[src/rtl/fetch_prefetch_unit.sv]
// fetch_prefetch_unit: pipelined instruction fetch with prefetch FIFO and multiple outstanding imem requests
module fetch_prefetch_unit #(
  parameter int DEPTH = 4,
  parameter int MAX_OUTSTANDING = 2,
  parameter logic [29:0] RESET_PC = 30'h0,
  parameter bit BYTE_SWAP = 1'b1
) (
  input  logic                   clk,
  input  logic                   async_rst_n,
  input  logic                   clk_en,
  input  logic                   redirect,
  input  logic [29:0]            redirect_addr,
  output logic                   imem_req,
  output logic [29:0]            imem_addr,
  input  logic                   imem_gnt,
  input  logic                   imem_rvalid,
  input  logic [31:0]            imem_rdata,
  output logic                   out_valid,
  output logic [31:0]            out_inst,
  output logic [29:0]            out_pc,
  input  logic                   out_ready,
  output logic [$clog2(DEPTH):0] level
);
  localparam int AW = $clog2(DEPTH);
  localparam int CW = AW + 1;
  localparam int CW1 = CW + 1;
  logic [29:0]   r_fetch_pc, r_rsp_pc;
  logic [CW-1:0] r_outstanding, r_discard, r_count;
  logic [AW-1:0] r_rd, r_wr;
  logic [31:0]   r_inst [DEPTH];
  logic [29:0]   r_pc [DEPTH];
  logic          w_issue, w_rsp, w_drop, w_push, w_pop, w_redir;
  logic [CW-1:0] w_out_next;
  logic [CW:0]   w_credit;
  logic [31:0]   w_head;
  // request/response/pop qualifiers; a response with nothing outstanding is ignored
  always_comb begin
    w_credit   = {1'b0, r_outstanding} + {1'b0, r_count};
    imem_req   = async_rst_n & clk_en & (r_outstanding < CW'(MAX_OUTSTANDING)) & (w_credit < CW1'(DEPTH));
    imem_addr  = r_fetch_pc;
    w_issue    = imem_req & imem_gnt;
    w_rsp      = imem_rvalid & (r_outstanding != '0);
    w_drop     = w_rsp & (r_discard != '0);
    w_push     = w_rsp & ~w_drop;
    w_redir    = redirect & clk_en;
    out_valid  = r_count != '0;
    w_pop      = clk_en & out_valid & out_ready;
    w_out_next = r_outstanding + CW'(w_issue) - CW'(w_rsp);
    w_head     = r_inst[r_rd];
    out_inst   = BYTE_SWAP ? {w_head[7:0], w_head[15:8], w_head[23:16], w_head[31:24]} : w_head;
    out_pc     = r_pc[r_rd];
    level      = r_count;
  end
  // PCs, credit counters and FIFO pointers; redirect flushes and counts in-flight words to drop
  always_ff @(posedge clk or negedge async_rst_n)
    if (!async_rst_n) begin
      r_fetch_pc    <= RESET_PC;
      r_rsp_pc      <= RESET_PC;
      r_outstanding <= '0;
      r_discard     <= '0;
      r_count       <= '0;
      r_rd          <= '0;
      r_wr          <= '0;
    end else begin
      r_outstanding <= w_out_next;
      if (w_redir) begin
        r_fetch_pc <= redirect_addr;
        r_rsp_pc   <= redirect_addr;
        r_discard  <= w_out_next;
        r_count    <= '0;
        r_rd       <= '0;
        r_wr       <= '0;
      end else begin
        r_fetch_pc <= r_fetch_pc + 30'(w_issue);
        r_rsp_pc   <= r_rsp_pc + 30'(w_push);
        r_discard  <= r_discard - CW'(w_drop);
        r_count    <= r_count + CW'(w_push) - CW'(w_pop);
        r_rd       <= r_rd + AW'(w_pop);
        r_wr       <= r_wr + AW'(w_push);
      end
    end
  // FIFO storage of {inst, pc}; reset entries so the head shows reset values
  always_ff @(posedge clk or negedge async_rst_n)
    if (!async_rst_n) begin
      for (int i = 0; i < DEPTH; i++) begin
        r_inst[i] <= '0;
        r_pc[i]   <= RESET_PC;
      end
    end else if (w_push && !w_redir) begin
      r_inst[r_wr] <= imem_rdata;
      r_pc[r_wr]   <= r_rsp_pc;
    end
endmodule
[config.mk]
export PLATFORM = sky130hd
export DESIGN_NAME = fetch_prefetch_unit
export DESIGN_NICKNAME = d
export VERILOG_FILES = /design/src/rtl/fetch_prefetch_unit.sv
export SDC_FILE = /design/constraint.sdc
export NUM_CORES = 1
export LEC_CHECK = 0
export ABC_AREA = 1
export CELL_PAD_IN_SITES_DETAIL_PLACEMENT = 0
export CELL_PAD_IN_SITES_GLOBAL_PLACEMENT = 1
export CORE_MARGIN = 2
export CORE_UTILIZATION = 40
export CTS_BUF_LIST = sky130_fd_sc_hd__clkbuf_16
export CTS_CLUSTER_DIAMETER = 100
export DETAILED_ROUTE_END_ITERATION = 8
export PLACE_DENSITY_LB_ADDON = 0.1
export SYNTH_ARGS = -nofsm -noshare
export SYNTH_HDL_FRONTEND = slang
export SYNTH_SLANG_ARGS = --single-unit
[constraint.sdc]
create_clock -name clk -period 4.3 [get_ports clk]
set_clock_uncertainty 0.15 [all_clocks]
set_input_delay 0.86 -clock clk [delete_from_list [all_inputs] [get_ports clk]]
set_output_delay 0.86 -clock clk [all_outputs]
set_load 0.03 [all_outputs]
# Word-level counts from Yosys, hierarchy flattened
# Cells that the tools add are included.
# totals
register_bits	321
input_bits	69
output_inout_bits	97
word_cells	67
# classes
add_sub_neg	10
magnitude_cmp	5
n_mux	18
bitwise_logic	13
n_reduce_logical	6
# ops
cell	count
$mux W30	5
$bwmux W128	1
$bwmux W120	1
$mux W32	3
$bmux W32 S2	1
$demux W32 S2	1
$add A30 B1 Y30	2
$bmux W30 S2	1
$demux W30 S2	1
$and A1 B1 Y1	10
$reduce_bool A3 Y1	3
$sub A3 B1 Y3	3
$add A3 B1 Y3	2
$ge A3 B3 Y1 const B	2
$mux W3	2
$not A2 Y3	2
$add A2 B1 Y2	2
$add A3 B3 Y4	1
$lt A4 B3 Y1 const B	1
$mux W2	2
$lt A3 B1 Y1 const B	1
$lt A3 B2 Y1 const B	1
$logic_and A1 B1 Y1	2
$logic_not A1 Y1	1
$not A1 Y1	1

# Depth between registers and ports, before layout
# logic_depth
ltp_word	8
depth_mapped	15

# Worst setup path after synthesis
# Ideal clock, no wire load.
# synth_path
path_kind	reg2reg
start	reg r_count[1], in the netlist level[1]
end	reg r_discard[2]
arrival_time_ns	3.265
slack_ns	0.758
stages_incl_launch_ff	13
period_less_slack_ns	3.542
cell_sequence	dfrtp_1 -> ha_1 -> nand3_1 -> nand2_1 -> nor4_1 -> nand2_1 -> ha_1 -> inv_1 -> ha_1 -> fa_1 -> xnor2_1 -> nand2_1 -> o21ai_0
# synth_via
elab_chain_len	7
# synth_rtl
element	line	text
start: declaration	28	logic [CW-1:0] r_outstanding, r_discard, r_count;
start signal: assignment	77	r_count <= r_count + CW'(w_push) - CW'(w_pop);
$add A3 B3 Y4	38	w_credit = {1'b0, r_outstanding} + {1'b0, r_count};
$lt A4 B3 Y1	39	imem_req = async_rst_n & clk_en & (r_outstanding < CW'(MAX_OUTSTANDING)) & (w_credit < CW1'(DEPTH));
$and A1 B1 Y1	39	
via imem_req	13	output logic imem_req,
$and A1 B1 Y1	41	w_issue = imem_req & imem_gnt;
$add A3 B1 Y3	48	w_out_next = r_outstanding + CW'(w_issue) - CW'(w_rsp);
$sub A3 B1 Y3	48	
via w_out_next[2]	33	logic [CW-1:0] w_out_next;
$mux W3	66	if (w_redir) begin
end signal: assignment	69	r_discard <= w_out_next;
end signal: assignment	76	r_discard <= r_discard - CW'(w_drop);
end: declaration	28	
# The timed path passes the listed nets, and every way through them passes these cells.
# A chain may end at the register's enable or synchronous reset.

# Final worst setup path
# layout_path
start	reg r_rd[0]
end	out out_pc[17]
# layout_via
elab_chain_len	4
# layout_rtl
element	line	text
start: declaration	29	logic [AW-1:0] r_rd, r_wr;
start signal: assignment	78	r_rd <= r_rd + AW'(w_pop);
$not A2 Y3 (implied by the code)	51	out_pc = r_pc[r_rd];
$bmux W30 S2	51	
$mux W30 (implied by the code) (2 in series)	51	
end: declaration	20	output logic [29:0] out_pc,
# Every way passes these cells. The select of a mux whose other input is x is not followed.

==> key figures <==
Logic synthesis
  – Yosys top cell area share: 52.3%
  – Cell taking the most area after synthesis: dfrtp_1
  – Seq/Total Area, Yosys: 52.3%
  – Synth Area per Inst: 8.01 um^2
  – Async SR Flop Fraction: 100%
  – Mapped Cells: 1,920
  – Number of synthesized flops with an enable pin: 0
  – Number of synthesized register bits: 321
  – Synth Flop Type: dfrtp_1
  – YS warnings: 0
  – Synth area leaders: dfrtp_1 52%, nand2_1 13%, o21ai_0 10%
  – Syn_nets: 2,006
  – Synth unique cells: 32
  – Synthesized cell area: 15,400 um^2

Placed design
  – Placed cell areas: 17,300 um^2
  – I/O Buffers: 165
  – Half-perimeter wire length after placement: 29,100 um
  – Routability cong.: 0.851
  – DP Cell Count: 2,512

Critical path
  – Max incr delay on CP: 730 ps
  – Worst Setup Start Kind: register
  – Crit path capture type: output pin
  – Worst flop-to-flop path endpoint: imem_addr[10]
  – R2r setup slk: 1320 ps
  – Critical path fanouts, max: 24
  – CP Class: register to output pin
  – Worst Path Required: 3290 ps
  – Reg2Reg Depth: 14
  – CP cell instances: clkinv_2, buf_4, o21ai_0, o22ai_1, clkdlybuf4s50_1
  – Critical Path AT: 2880 ps
  – Critical path's slowest cell: clkdlybuf4s50_1
  – Worst r2r src: level[1]

Clocking
  – Cts hold-fix bufs: 0
  – CTS sink cnt: 321
  – CTS clk-pin slew, worst paths: 60 ps
  – H-tree Lvls: 2
  – Cts repair resizes: 0
  – CTS tree: yes
  – Clk buf depth: 3
  – Post-CTS Setup Inserts: 0
  – CTS Root Cell: clkbuf_16
  – Worst skew pair latency: 510 ps
  – Clock buffer count from CTS: 38

Flow run
  – Max Cap Viol: 0

Global routing
  – Initial antenna violation count: 0
  – Largest net degree at the start of global routing: 176
  – Vias in the first global route: 12,900
  – Gr ovfl total: 0
  – All-Layer GR Usage: 22.9%
  – First-pass GRT wire length: 71,400 um

Floorplan
  – Starting density of the core: 40.7%
  – Die Y: 200 um
  – Count of standard-cell rows: 71
  – Die W: 200 um
  – DIE AREA: 40,000 um^2
  – IO Pins: 166
  – Core ar.: 37,800 um^2

Routing
  – Total wire length: 45,200 um
  – Wire length on met2: 21,100 um
  – Length of the first detailed-routing pass in iterations: 5
  – DRT antenna net count: 0
  – Via/cell ratio: 5.13
  – DRT iter0 DRCs: 900
  – Max layer used: met4
  – DR WL met3: 2340 um
  – Post-route DRC: 0
  – Routed length on met1: 21,200 um
  – Detailed-route wire length per cell: 17.5 um
  – Via count: 13,200

Timing
  – Final setup viols: 0
  – Worst-margin pin slew: 1090 ps
  – Fin crit period: 3890 ps
  – RSZ-0062 raised after global routing: no
  – Fin. max-slew vios: 0
  – Fin. Hold Viols: 0
  – Slew margin rel.: 27.3%
  – Final worst-path cycle share: 90.6%
  – Post-route setup TNS: 0 ps
  – Maximum clock frequency: 257 MHz

Cells and area
  – Filler Cell Count: 3,739
  – Fin nets: 2,127
  – Finished Cell Area: 18,400 um^2
  – P&R area growth vs syn: 19.9%
  – Non-Filler Instances: 2,577
  – Antenna Cells: 0
  – Share of layout cells above drive strength 1: 4.55%

Power and ir drop
  – Max IR drop VDD: 0.299 mV
  – Pleak: 8.86 nW
  – Pwr per Cell Area: 701 nW/um^2
  – Tot Pwr: 12.9 mW

Hold path
  – Worst Hold Class: input pin to async pin

Outcome
  – Status: finished clean
per-layer routing:
layer  GRT usage (%)  vias up
li1                -     6517
met1            32.4     6345
met2            37.7      322
met3            3.31       44
met4            4.33        0
met5               0        -
cells by family (layout without fill, tap and decap cells):
group	Yosys count	count (layout)	share of synthesized area, %
buffers and inverters	233	379	7.12
AOI/OAI and AO/OA	487	487	16.5
xor gates and xnor gates	6	6	0.342
DFF	321	321	52.3
and+or+nand+nor	856	856	22.3
adders and majority gates	17	17	1.48
worst max-delay path by stage:
stage / startpoint / end
final: r_rd[0] / out_pc[17]
after detailed placement: clk_en / imem_addr[10]
after CTS: r_rd[0] / out_pc[17]
after global placement: clk_en / imem_addr[19]
after floorplan: level[1] / r_discard[2]
after global routing: r_rd[0] / out_pc[17]
synthesized netlist by cell type, types with 3 or more instances:
cell type    n
o21ai_1     93
o21ai_0    308
dfrtp_1    321
clkbuf_1    68
nor2_2       5
nor2_1     217
inv_1      123
buf_6       27
o22ai_1     69
o21bai_1     3
buf_2       14
ha_1        15
nand2_1    551
nand3_1     65
xnor2_1      4
a21oi_1     12
and2_1       3
flip-flops by register name, indices dropped and copies added (netlist names):
signal	flops
r_inst	128
r_pc	120
imem_addr	30
r_rsp_pc	30
level	3
r_discard	3
r_outstanding	3
r_rd	2
r_wr	2
power by group:
part	switching, mW	leakage [nW]	internal, mW
clock	1.24	0.585	1.69
combinational	3.41	4.03	2.06
sequential	0.603	4.24	3.91
total	5.25	8.86	7.66
cells in the final DEF, fill, tap and decap left out, types with 2 or more instances in the layout:
master | synthesis | final
o21ai_2 | 2 | 2
o22ai_1 | 69 | 69
fa_1 | 2 | 2
clkinv_1 | 0 | 10
clkbuf_16 | 0 | 39
buf_12 | 0 | 7
nand3_4 | 2 | 2
nand2_2 | 2 | 4
clkdlybuf4s50_1 | 0 | 164
and2_1 | 3 | 3
clkinv_2 | 0 | 4
nand3_1 | 65 | 65
o21ai_0 | 308 | 308
o21ai_1 | 93 | 93
nand2_1 | 551 | 549
nor2_1 | 217 | 217
a21oi_1 | 12 | 12
nor3_1 | 2 | 2
buf_4 | 0 | 18
xnor2_1 | 4 | 4
inv_1 | 123 | 132
nor2_2 | 5 | 5
dfrtp_1 | 321 | 319
nor2_8 | 2 | 2
o21bai_1 | 3 | 3
xor2_1 | 2 | 2
inv_2 | 1 | 2
ha_1 | 15 | 15
final cells by class:
cell class / count / area [um^2] / area share, %
clock inverters: 26 / 133 / 0.720
well taps: 511 / 639 / 3.47
clock buffers: 39 / 976 / 5.29
repair buffers: 190 / 1930 / 10.5
multi-input cells: 1366 / 6250 / 33.9
inverters: 124 / 467 / 2.53
flip-flops and latches: 321 / 8040 / 43.6
metrics by stage:
step | util (%) | hold WS, ps | setup WS, ps
floorplan | - | 298 | 758
global placement | 45.9 | 310 | 733
detailed placement | 45.9 | 317 | 705
CTS | 48.8 | 40.6 | 355
global route | 48.8 | 48.7 | 252
finish | 48.8 | 54.6 | 406
worst max-delay path: cells and delay by family (launching register included):
kind,cells,cell delay (ps)
AOI/OAI and AO/OA,2,370
buffers and inverters,3,1390
DFF,1,600
Note: power is estimated with default switching activity, not from simulation.
